**config.mk**
```make
export PLATFORM = sky130hd
export DESIGN_NAME = mem_arbiter
export DESIGN_NICKNAME = d
export VERILOG_FILES = /design/src/rtl/mem_arbiter_pkg.sv /design/src/rtl/fill_counter.sv /design/src/rtl/mem_arbiter.sv
export SDC_FILE = /design/constraint.sdc
export NUM_CORES = 1
export LEC_CHECK = 0
export BUFFER_PORTS_ARGS = -buffer_cell sky130_fd_sc_hd__buf_2
export CAP_MARGIN = 20
export CORE_UTILIZATION = 30
export DETAILED_ROUTE_END_ITERATION = 7
export PLACE_DENSITY_LB_ADDON = 0.3
export SETUP_SLACK_MARGIN = 0.2
export SYNTH_ARGS = -nofsm -noshare
export SYNTH_HDL_FRONTEND = slang
export SYNTH_SLANG_ARGS = --single-unit
```
**constraint.sdc**
```tcl
create_clock -name clk -period 1.7 [get_ports clk]
set_input_delay 0.34 -clock clk [delete_from_list [all_inputs] [get_ports clk]]
set_output_delay 0.34 -clock clk [all_outputs]
set_load 0.02 [all_outputs]
```
**src/rtl/mem_arbiter_pkg.sv**
```systemverilog
// Shared arbiter/cache-controller types: FSM states, grant owner, block geometry defaults.
// No logic and no latency; there is no backpressure at package level.
package mem_arbiter_pkg;
  typedef enum logic [2:0] {IDLE, I_FILL, D_FILL, D_WRITE, GAP} arb_state_t;
  typedef enum logic {GNT_I = 1'b0, GNT_D = 1'b1} gnt_t;
  localparam int WORDS_DEF   = 8;
  localparam int MEM_LAT_DEF = 4;
endpackage

```
**src/rtl/fill_counter.sv**
```systemverilog
// Issue/return word counters for one block fill; flags the last issue and last return.
// Updates one cycle after issue/ret; no backpressure, clr takes priority over counting.
module fill_counter
  import mem_arbiter_pkg::*;
#(
  parameter int WORDS = WORDS_DEF,
  localparam int WB = $clog2(WORDS),
  localparam int CW = WB + 1
) (
  input  logic          clk,
  input  logic          rst_n,
  input  logic          clr,
  input  logic          issue,
  input  logic          ret,
  output logic [CW-1:0] offset,
  output logic [WB-1:0] ret_word,
  output logic          ret_ok,
  output logic          last_issue,
  output logic          last_return
);
  logic [CW-1:0] issue_cnt;
  logic [CW-1:0] ret_cnt;

  always_ff @(posedge clk or negedge rst_n) begin
    if (!rst_n) begin
      issue_cnt <= '0;
      ret_cnt   <= '0;
    end else if (clr) begin
      issue_cnt <= '0;
      ret_cnt   <= '0;
    end else begin
      if (issue) issue_cnt <= issue_cnt + 1'b1;
      if (ret)   ret_cnt   <= ret_cnt + 1'b1;
    end
  end

  // Word k sits at byte offset 2k inside the block.
  assign offset      = {issue_cnt[CW-2:0], 1'b0};
  assign ret_word    = ret_cnt[WB-1:0];
  assign ret_ok      = ret_cnt < issue_cnt;
  assign last_issue  = issue_cnt == CW'(WORDS - 1);
  assign last_return = ret_cnt == CW'(WORDS - 1);
endmodule

```
**src/rtl/mem_arbiter.sv**
```systemverilog
// Shares one memory port between I-cache and D-cache: 8-word fills and write-throughs, alternating on ties.
// Fill done WORDS+MEM_LAT cycles after grant, write done in 1; requesters wait by holding req.
module mem_arbiter
  import mem_arbiter_pkg::*;
#(
  parameter int ADDR_W  = 16,
  parameter int DATA_W  = 16,
  parameter int WORDS   = WORDS_DEF,
  parameter int MEM_LAT = MEM_LAT_DEF,
  localparam int WB = $clog2(WORDS),
  localparam int CW = WB + 1
) (
  input  logic              clk,
  input  logic              rst_n,
  input  logic              i_req,
  input  logic [ADDR_W-1:0] i_addr,
  output logic              i_fill_valid,
  output logic              i_done,
  input  logic              d_req,
  input  logic              d_we,
  input  logic [ADDR_W-1:0] d_addr,
  input  logic [DATA_W-1:0] d_wdata,
  output logic              d_fill_valid,
  output logic              d_done,
  output logic [DATA_W-1:0] fill_data,
  output logic [WB-1:0]     fill_word,
  output logic              mem_en,
  output logic              mem_wr,
  output logic [ADDR_W-1:0] mem_addr,
  output logic [DATA_W-1:0] mem_wdata,
  input  logic [DATA_W-1:0] mem_rdata,
  input  logic              mem_rvalid
);
  localparam logic [ADDR_W-1:0] BLK_MASK = ADDR_W'((1 << CW) - 1);

  if (MEM_LAT < 1 || (1 << WB) != WORDS) begin : g_bad_cfg
    $error("mem_arbiter: WORDS must be a power of two and MEM_LAT >= 1");
  end

  arb_state_t        state;
  gnt_t              last_grant;
  logic              issue_done;
  logic              fill_st;
  logic              issue;
  logic              ret;
  logic [ADDR_W-1:0] sel_addr;
  logic [CW-1:0]     offset;
  logic [WB-1:0]     ret_word;
  logic              ret_ok;
  logic              last_issue;
  logic              last_return;

  assign fill_st  = (state == I_FILL) || (state == D_FILL);
  assign sel_addr = (state == I_FILL) ? i_addr : d_addr;
  assign issue    = fill_st && !issue_done;
  // Returns outside a fill, or beyond what was issued, are dropped.
  assign ret      = fill_st && mem_rvalid && ret_ok;

  fill_counter #(.WORDS(WORDS)) u_fill_counter (
    .clk         (clk),
    .rst_n       (rst_n),
    .clr         (!fill_st),
    .issue       (issue),
    .ret         (ret),
    .offset      (offset),
    .ret_word    (ret_word),
    .ret_ok      (ret_ok),
    .last_issue  (last_issue),
    .last_return (last_return)
  );

  always_ff @(posedge clk or negedge rst_n) begin
    if (!rst_n) begin
      state      <= IDLE;
      last_grant <= GNT_I;
      issue_done <= 1'b0;
    end else begin
      case (state)
        IDLE: begin
          issue_done <= 1'b0;
          if (d_req && (!i_req || last_grant == GNT_I)) begin
            last_grant <= GNT_D;
            state      <= d_we ? D_WRITE : D_FILL;
          end else if (i_req) begin
            last_grant <= GNT_I;
            state      <= I_FILL;
          end
        end
        I_FILL, D_FILL: begin
          if (issue && last_issue) issue_done <= 1'b1;
          if (ret && last_return)  state <= GAP;
        end
        D_WRITE: state <= GAP;
        GAP: begin
          issue_done <= 1'b0;
          state      <= IDLE;
        end
        default: state <= IDLE;
      endcase
    end
  end

  always_comb begin
    mem_en       = 1'b0;
    mem_wr       = 1'b0;
    mem_addr     = '0;
    mem_wdata    = '0;
    fill_data    = '0;
    fill_word    = '0;
    i_fill_valid = 1'b0;
    d_fill_valid = 1'b0;
    i_done       = 1'b0;
    d_done       = 1'b0;
    if (issue) begin
      mem_en   = 1'b1;
      mem_addr = (sel_addr & ~BLK_MASK) | ADDR_W'(offset);
    end
    if (state == D_WRITE) begin
      mem_en    = 1'b1;
      mem_wr    = 1'b1;
      mem_addr  = d_addr;
      mem_wdata = d_wdata;
      d_done    = 1'b1;
    end
    if (ret) begin
      fill_data = mem_rdata;
      fill_word = ret_word;
      if (state == I_FILL) begin
        i_fill_valid = 1'b1;
        i_done       = last_return;
      end else begin
        d_fill_valid = 1'b1;
        d_done       = last_return;
      end
    end
  end
endmodule

```
==> implementation parameters, run 1 <==
Parameter                              Value

Run status
  Run status    finished, violations left
  Violated checks    negative setup slack

Route
  Vias after detailed routing    1970
  DRC errors left    0
  First-pass iteration count of the detailed router    4
  Antenna-violating nets left    0
  Total wirelength of the detailed-routed design    6640 um
  Starting DRT DRC Count    107
  Per-cell via count in the routed design    4.99
  Detailed-route wire length per cell    16.8 um

STA
  Number of hold violations in the final report    0
  RSZ-0062 raised after global routing    yes
  Transition time at the pin with the least slew margin    0.434 ns
  Clock tree skew after final layout    0.00252 ns
  Headroom to the max-slew limit    70.3%
  Final Slew Violations    0
  Number of failing setup endpoints in the final timing report    62
  Final critical-path required period    2.15 ns
  Final setup margin    -0.451 ns
  Period utilisation layout    127%
  Max frequency    465 MHz

Synthesis
  Main synth FF type    sky130_fd_sc_hd__dfrtp_1
  Multiplexer area fraction after synthesis    2.30%
  Cells after Synth    175
  Leading post-synthesis cells by cell area    sky130_fd_sc_hd__dfrtp_1 25%, sky130_fd_sc_hd__and2_1 9.1%, sky130_fd_sc_hd__and3_1 9.1%, sky130_fd_sc_hd__nand2_1 8.0%, sky130_fd_sc_hd__a21oi_1 6.5%
  Average footprint of a synthesized cell    7.46 um^2
  Number of nets in the synthesized netlist    250
  Cell accounting for the most synthesized area    sky130_fd_sc_hd__dfrtp_1
  Post-synthesis async set-or-reset flop share    100%
  Complex-gate fraction of the synthesized area    15.8%
  Post-synthesis share of cell area spent on full adders, half adders and majority gates    5.56%
  Area fraction in and, or, nand and nor cells after synthesis    40.9%
  Yosys Warn Count    0
  Count of flip-flops with a built-in enable after synthesis    0
  Largest family of logic cells by synthesized area    simple AND/OR/NAND/NOR gates
  Flops & latches, synth    13
  Seq/Total Area, Yosys    24.9%
  Fraction of synthesized cell area in xor and xnor cells    3.35%
  Netlist cell types    40
  Portion of synthesized cell area occupied by the leading cell type    24.9%
  Total standard cell area after synthesis    1310 um^2

Die
  Top-level port count    127
  Horizontal extent of the die    68.0 um
  Placement Rows    23
  Die height    68.0 um
  Die Footprint    4620 um^2
  Placeable core area    4090 um^2
  Starting utilization of the core area    32.0%

Critical path
  Type of origin of the critical path    flip-flop
  Reg2Reg Launch Point    u_fill_counter.issue_cnt[1]$_DFFE_PN0P_
  Data arrival time at the worst-slack endpoint    1.81 ns
  Worst path cell trace    inv_2 > ha_4 > o211ai_4 > o211a_4 > buf_12 > and3_2 > buf_2
  Crit-path leading delay family    flip-flops
  Worst setup path start    u_fill_counter.issue_cnt[2]$_DFFE_PN0P_
  Setup Crit Path Kind    flip-flop to output port
  Worst setup EP type    output port
  Max stage delay on crit path    0.38 ns
  Slowest cell on crit path    sky130_fd_sc_hd__dfrtp_1
  FF-to-FF End    u_fill_counter.ret_cnt[3]$_DFFE_PN0P_
  Largest fanout on the critical path    19
  Worst R2R Path Depth    9
  Internal reg-to-reg setup slack    -0.18 ns
  WP depth    7
  Data required time of the worst path    1.36 ns
  End point of the critical path    fill_data[3]
  Buffers plus inverters on the worst setup path    3

Global route
  Number of global-route vias before repair    1813
  Maximum number of pins on one net before global-route repair    21
  All-Layer GR Usage    24.1%
  Number of antenna violations at the first check in global routing    0
  Wire length of the first global-routing pass    8450 um
  Global route overflow    0

Power and ir drop
  Power density of the placed cells    2050 nW/um^2
  Leakage Power    1.68 nW
  Maximum vdd ir drop    1.12 mV
  Final Total Pwr    6.99 mW

CTS
  Depth of the CTS H-tree    1
  CTS clk-pin slew, worst paths    0.06 ns
  Num Clock Sinks    13
  Number of buffers on the longest clock path    2
  CTS tree    yes
  Number of buffers added by the clock tree synthesis step    3
  Root buffer selected by CTS    sky130_fd_sc_hd__clkbuf_8
  Clock latency at the later pin of the worst-skew pair    0.24 ns

Final layout
  Antenna Cells    0
  Net total in the final layout    421
  Layout overhead on the synthesized area    161%
  Layout cells sized above 1    82.9%
  Fillers    190

Worst hold path
  Hold Crit Class    primary input to flip-flop

Place
  Total half-perimeter wirelength after legalization and detailed placement    3610 um
  Number of port buffers    122
  Gpl congestion    0.797
  Pre-CTS worst setup slack    -0.277 ns

Flow run
  Total of max-cap violations    0
==> synthesized netlist by cell type (4+ instances only) <==
library cell / count
sky130_fd_sc_hd__dfrtp_1: 13
sky130_fd_sc_hd__buf_2: 5
sky130_fd_sc_hd__and3_1: 19
sky130_fd_sc_hd__clkbuf_1: 4
sky130_fd_sc_hd__and2_1: 19
sky130_fd_sc_hd__xnor2_1: 4
sky130_fd_sc_hd__nor2_1: 13
sky130_fd_sc_hd__nand2_1: 28
sky130_fd_sc_hd__inv_1: 6
sky130_fd_sc_hd__a21oi_1: 17
sky130_fd_sc_hd__ha_1: 5
sky130_fd_sc_hd__nand2b_1: 4
==> where the power goes <==
| group | switching, mW | internal [mW] | total, mW |
|---|---|---|---|
| Sequential | 0.104 | 0.414 | 0.518 |
| Clock | 0.117 | 0.162 | 0.279 |
| Combinational | 2.98 | 3.22 | 6.20 |
==> per-stage QoR <==
step / TNS (ns) / instances / utilization [%] / hold WS (ns) / area (um^2)
global route: -20.14 / 395 / 83.6 / 0.324 / 3410
global placement: -4.70 / 366 / 61.7 / 0.241 / 2520
CTS: -14.42 / 386 / 77.3 / 0.308 / 3160
detailed placement: -6.28 / 366 / 61.7 / 0.247 / 2520
finish: -17.45 / 395 / 83.6 / 0.308 / 3410
floorplan: -2.64 / 175 / - / 0.0444 / 1710
==> how the worst min path moves through the flow <==
| stage | slack [ns] | depth (start not counted) | end | startpoint |
|---|---|---|---|---|
| after floorplan | 0.04 | 0 | issue_done$_DFFE_PN0P_ | rst_n |
| after global placement | 0.24 | 1 | last_grant$_DFFE_PN0P_ | rst_n |
| after detailed placement | 0.25 | 1 | last_grant$_DFFE_PN0P_ | rst_n |
| after CTS | 0.31 | 2 | last_grant$_DFFE_PN0P_ | i_req |
| after global routing | 0.32 | 2 | last_grant$_DFFE_PN0P_ | i_req |
| final | 0.31 | 2 | last_grant$_DFFE_PN0P_ | i_req |
==> per-layer routing <==
metal / routed length, um / global-route usage [%] / vias up
met3: 306 / 2.83 / 8
met2: 3820 / 47.3 / 68
met5: 0 / 0 / -
met1: 2450 / 27.9 / 954
li1: - / - / 940
met4: 67 / 2.86 / 0
==> final cells by class <==
type | instances | area [um^2] | share of cell area [%]
inverters | 6 | 25.0 | 0.733
repair buffers | 179 | 1530 | 44.7
clock buffers | 3 | 41.3 | 1.21
multi-input cells | 143 | 1430 | 41.7
clock inverters | 1 | 5.00 | 0.147
flip-flops and latches | 13 | 328 | 9.60
well taps | 50 | 62.6 | 1.83
==> sequential cells by signal, indices dropped and copies added, names as in the netlist <==
register / count
u_fill_counter.issue_cnt: 4
state: 3
issue_done: 1
last_grant: 1
u_fill_counter.ret_cnt: 4
==> layout by cell type (no fill, tap or decap), types with 4 or more instances in the layout <==
cell and instances:
sky130_fd_sc_hd__buf_2 72, sky130_fd_sc_hd__buf_6 67, sky130_fd_sc_hd__buf_4 31, sky130_fd_sc_hd__and2_4 19, sky130_fd_sc_hd__nand2_1 13, sky130_fd_sc_hd__a21oi_4 13
sky130_fd_sc_hd__and3_2 13, sky130_fd_sc_hd__nand2_4 12, sky130_fd_sc_hd__dfrtp_1 11, sky130_fd_sc_hd__nor2_1 6, sky130_fd_sc_hd__and3_4 6, sky130_fd_sc_hd__buf_12 5
sky130_fd_sc_hd__nor2_4 4
==> repair_timing <==
action,in CTS,in global routing
gates cloned,5,0
resized for setup,133,47
setup endpoints to repair,64,70
buffers inserted,10,9
hold buffers,1,0
pin swaps,34,13
endpoints found under the hold margin,13,0
==> worst reg2reg max path, cell delays in order (launching register included) <==
cell                       delay (ns)
sky130_fd_sc_hd__dfrtp_1         0.38
sky130_fd_sc_hd__inv_2           0.09
sky130_fd_sc_hd__ha_4            0.21
sky130_fd_sc_hd__o211ai_4        0.19
sky130_fd_sc_hd__buf_6           0.13
sky130_fd_sc_hd__o211ai_4        0.10
sky130_fd_sc_hd__buf_6           0.13
sky130_fd_sc_hd__buf_6           0.13
sky130_fd_sc_hd__or3_4           0.32
sky130_fd_sc_hd__a21oi_2         0.13
==> cells by family after synthesis <==
| group | count (synthesis) |
|---|---|
| simple gates | 99 |
| compound gates | 30 |
| buf+inv | 19 |
| flops | 13 |
| fa+ha+maj | 6 |
| xor+xnor | 5 |
| mux | 3 |
No activity file was read; power rests on OpenSTA's default activity.
==> run 2: changes to the inputs <==
--- a/config.mk
+++ b/config.mk
@@ -5,7 +5,7 @@
 export SDC_FILE = /design/constraint.sdc
 export NUM_CORES = 1
 export LEC_CHECK = 0
-export BUFFER_PORTS_ARGS = -buffer_cell sky130_fd_sc_hd__buf_2
+export BUFFER_PORTS_ARGS = -buffer_cell sky130_fd_sc_hd__clkbuf_2
 export CAP_MARGIN = 20
 export CORE_UTILIZATION = 30
 export DETAILED_ROUTE_END_ITERATION = 7
==> run 2 against run 1 <==
Against the previous run: the run still ends with negative setup slack left; sequential share of layout area down 1.2 points; non-clock buffer count up 13; total power up 19%; fmax down 5.9%; hold slack worse by 0.0020 ns; via count up 20%; cell area up 14%; critical path type unchanged; critical endpoint is now fill_data[1]; highest routed layer unchanged.
==> implementation parameters, run 2 (same netlist as run 1, synthesis figures left out) <==
Parameter                              Value

STA
  Clock tree skew after final layout    0.00441 ns (+0.00189 ns)
  Final Slew Violations    0 (unchanged)
  Max frequency    437 MHz (-5.9%)
  RSZ-0062 raised after global routing    yes
  Final setup margin    -0.586 ns (-0.134 ns)
  Number of failing setup endpoints in the final timing report    64 (+3.2%)
  Headroom to the max-slew limit    55.9% (-14 points)
  Number of hold violations in the final report    0 (unchanged)
  Post-route worst hold slack    0.306 ns (-0.00200 ns)
  Period utilisation layout    134% (+7.9 points)
  Transition time at the pin with the least slew margin    0.645 ns (+0.211 ns)
  Final critical-path required period    2.29 ns (+0.134 ns)

Power and ir drop
  Switching share of total power    45.3% (-0.51 points)
  Leakage Power    1.85 nW (+10%)
  Cell internal pwr    4.56 mW (+20%)
  Power density of the placed cells    2140 nW/um^2 (+4.6%)
  Maximum vdd ir drop    1.54 mV (+37%)
  Final Total Pwr    8.34 mW (+19%)
  Switching power total    3.77 mW (+18%)
  Part of the power in the clock network    3.5% (-0.5 points)
  Part of the power in registers    6.3% (-1.1 points)
  Power share of the combinational group    90.1% (+1.5 points)

CTS
  Number of buffers on the longest clock path    2 (unchanged)
  Clock latency at the later pin of the worst-skew pair    0.25 ns (about the same)
  CTS tree    yes
  Root buffer selected by CTS    sky130_fd_sc_hd__clkbuf_8
  Num Clock Sinks    13 (unchanged)
  Depth of the CTS H-tree    1 (unchanged)
  Number of buffers added by the clock tree synthesis step    3 (unchanged)
  CTS clk-pin slew, worst paths    0.06 ns (about the same)

Die
  Placement Rows    23 (unchanged)
  Die height    68.0 um (unchanged)
  Die Footprint    4620 um^2 (unchanged)
  Top-level port count    127 (unchanged)
  Starting utilization of the core area    32.0% (unchanged)
  Placeable core area    4090 um^2 (unchanged)
  Horizontal extent of the die    68.0 um (unchanged)

Critical path
  Worst setup EP type    output port
  Data arrival time at the worst-slack endpoint    1.95 ns (+0.14 ns)
  Worst setup path start    u_fill_counter.issue_cnt[3]$_DFFE_PN0P_
  Reg2Reg Launch Point    u_fill_counter.issue_cnt[1]$_DFFE_PN0P_
  Setup Crit Path Kind    flip-flop to output port
  Type of origin of the critical path    flip-flop
  Largest fanout on the critical path    10 (-9)
  Data required time of the worst path    1.36 ns (about the same)

Route
  DRC errors left    0 (unchanged)
  Total wirelength of the detailed-routed design    10400 um (+57%)
  Antenna-violating nets left    0 (unchanged)
  Vias after detailed routing    2370 (+20%)
  Per-cell via count in the routed design    5.81 (+16%)
  Detailed-route wire length per cell    25.5 um (+52%)
  First-pass iteration count of the detailed router    5 (+1)
  Starting DRT DRC Count    147 (+37%)

Final layout
  FF/Latch Area    327 um^2 (-0.38%)
  Layout cells sized above 1    82.7% (-0.22 points)
  Antenna Cells    0 (unchanged)
  Fillers    102 (-46%)
  Largest registers ranked by flip-flop count    u_fill_counter.issue_cnt: 4 flops, u_fill_counter.ret_cnt: 4 flops, state: 3 flops
  Highest-count cells in the layout ignoring fill and taps    65 x sky130_fd_sc_hd__clkbuf_2, 49 x sky130_fd_sc_hd__buf_8, 31 x sky130_fd_sc_hd__buf_4
  Utilization of the core after routing    95.2% (+12 points)
  Non-filler cells in the finished layout    408 (+3.3%)
  Net total in the final layout    434 (+3.1%)
  Area taken by multi-input logic gates    1440 um^2 (+1.1%)
  Leading cell type in the layout, fill and taps excluded    sky130_fd_sc_hd__clkbuf_2
  Layout overhead on the synthesized area    198%

Flow run
  Total of max-cap violations    0 (unchanged)

Worst hold path
  Hold Crit Class    primary input to flip-flop
  Startpoint of the most critical hold path    i_req

Place
  Total half-perimeter wirelength after legalization and detailed placement    3850 um (+6.6%)
  Placed cells    371 (+1.4%)
  Gpl congestion    0.799 (+0.30%)
  Number of port buffers    122 (unchanged)

Run status
  Violated checks    negative setup slack
  Run status    finished, violations left

Global route
  Number of global-route vias before repair    2163 (+19%)
  All-Layer GR Usage    32.6% (+8.5 points)
  Number of antenna violations at the first check in global routing    0 (unchanged)
  Global route overflow    0 (unchanged)
  Maximum number of pins on one net before global-route repair    21 (unchanged)
  Wire length of the first global-routing pass    10900 um (+29%)
## run 2: cell types whose count changed in the layout (fill, tap and decap cells not counted), moves of 10 or more
cell,previous run,this run
sky130_fd_sc_hd__and3_2,13,3
sky130_fd_sc_hd__and3_4,6,16
sky130_fd_sc_hd__buf_2,72,0
sky130_fd_sc_hd__buf_6,67,28
sky130_fd_sc_hd__buf_8,1,49
sky130_fd_sc_hd__clkbuf_2,0,65
## run 2: power by group through the flow
stage | Combinational [mW] | Sequential (mW) | Clock (mW)
5_1_grt | 7.73 | 0.532 | 0.299
3_3_place_gp | 4.29 | 0.498 | 0
3_5_place_dp | 4.37 | 0.504 | 0
6_report | 7.52 | 0.529 | 0.292
4_1_cts | 6.11 | 0.502 | 0.289
2_1_floorplan | 3.03 | 0.512 | 0
## run 2: worst paths after layout
path	slack (ns)	depth (start not counted)	endpoint
worst max register to register	-0.38	10	u_fill_counter.ret_cnt[2]$_DFFE_PN0P_
worst min-delay path	0.31	2	last_grant$_DFFE_PN0P_
worst min register to register	0.50	1	last_grant$_DFFE_PN0P_
worst max-delay path	-0.59	7	fill_data[1]
max in group asynchronous	0.89	2	state[2]$_DFFE_PN0P_
min in group asynchronous	0.54	2	u_fill_counter.issue_cnt[0]$_DFFE_PN0P_
## run 2: critical path, stage by stage (launching register included)
cell and delay [ns]:
sky130_fd_sc_hd__dfrtp_1 0.41, sky130_fd_sc_hd__inv_2 0.09, sky130_fd_sc_hd__ha_4 0.30, sky130_fd_sc_hd__o211ai_4 0.08
sky130_fd_sc_hd__o211a_4 0.29, sky130_fd_sc_hd__buf_12 0.15, sky130_fd_sc_hd__and3_2 0.23, sky130_fd_sc_hd__buf_8 0.13
## run 2: what timing repair did
item / in CTS / in global routing
endpoints found under the setup margin: 64 / 65
gates cloned: 4 / 2
hold endpoints to repair: 13 / 0
hold buffers: 1 / 0
pin swaps: 40 / 29
gates resized for setup: 159 / 96
buffers inserted: 15 / 11
## run 2: area by class of cell
type                            count  area share, %
Clock buffer                        3           1.06
Inverter                            6          0.643
Tap cell                           50           1.61
Clock inverter                      1          0.129
Multi-Input combinational cell    143           37.0
Timing Repair Buffer              192           51.1
Sequential cell                    13           8.39
## run 2: routing by layer
metal / up-vias / track usage (%) / wire length [um]
met1: 1129 / 34.1 / 3560
met4: 0 / 16.1 / 762
met5: - / 0 / 0
li1: 963 / - / -
met2: 208 / 62.4 / 5190
met3: 70 / 4.33 / 899
## run 2: stage by stage
stage | instance area, um^2 | TNS (ns) | setup slack [ns]
2_1_floorplan | 1710 | -2.64 | -0.136
3_3_place_gp | 2570 | -4.70 | -0.226
3_5_place_dp | 2570 | -5.55 | -0.258
4_1_cts | 3560 | -19.95 | -0.424
5_1_grt | 3890 | -27.18 | -0.594
6_report | 3890 | -25.89 | -0.586
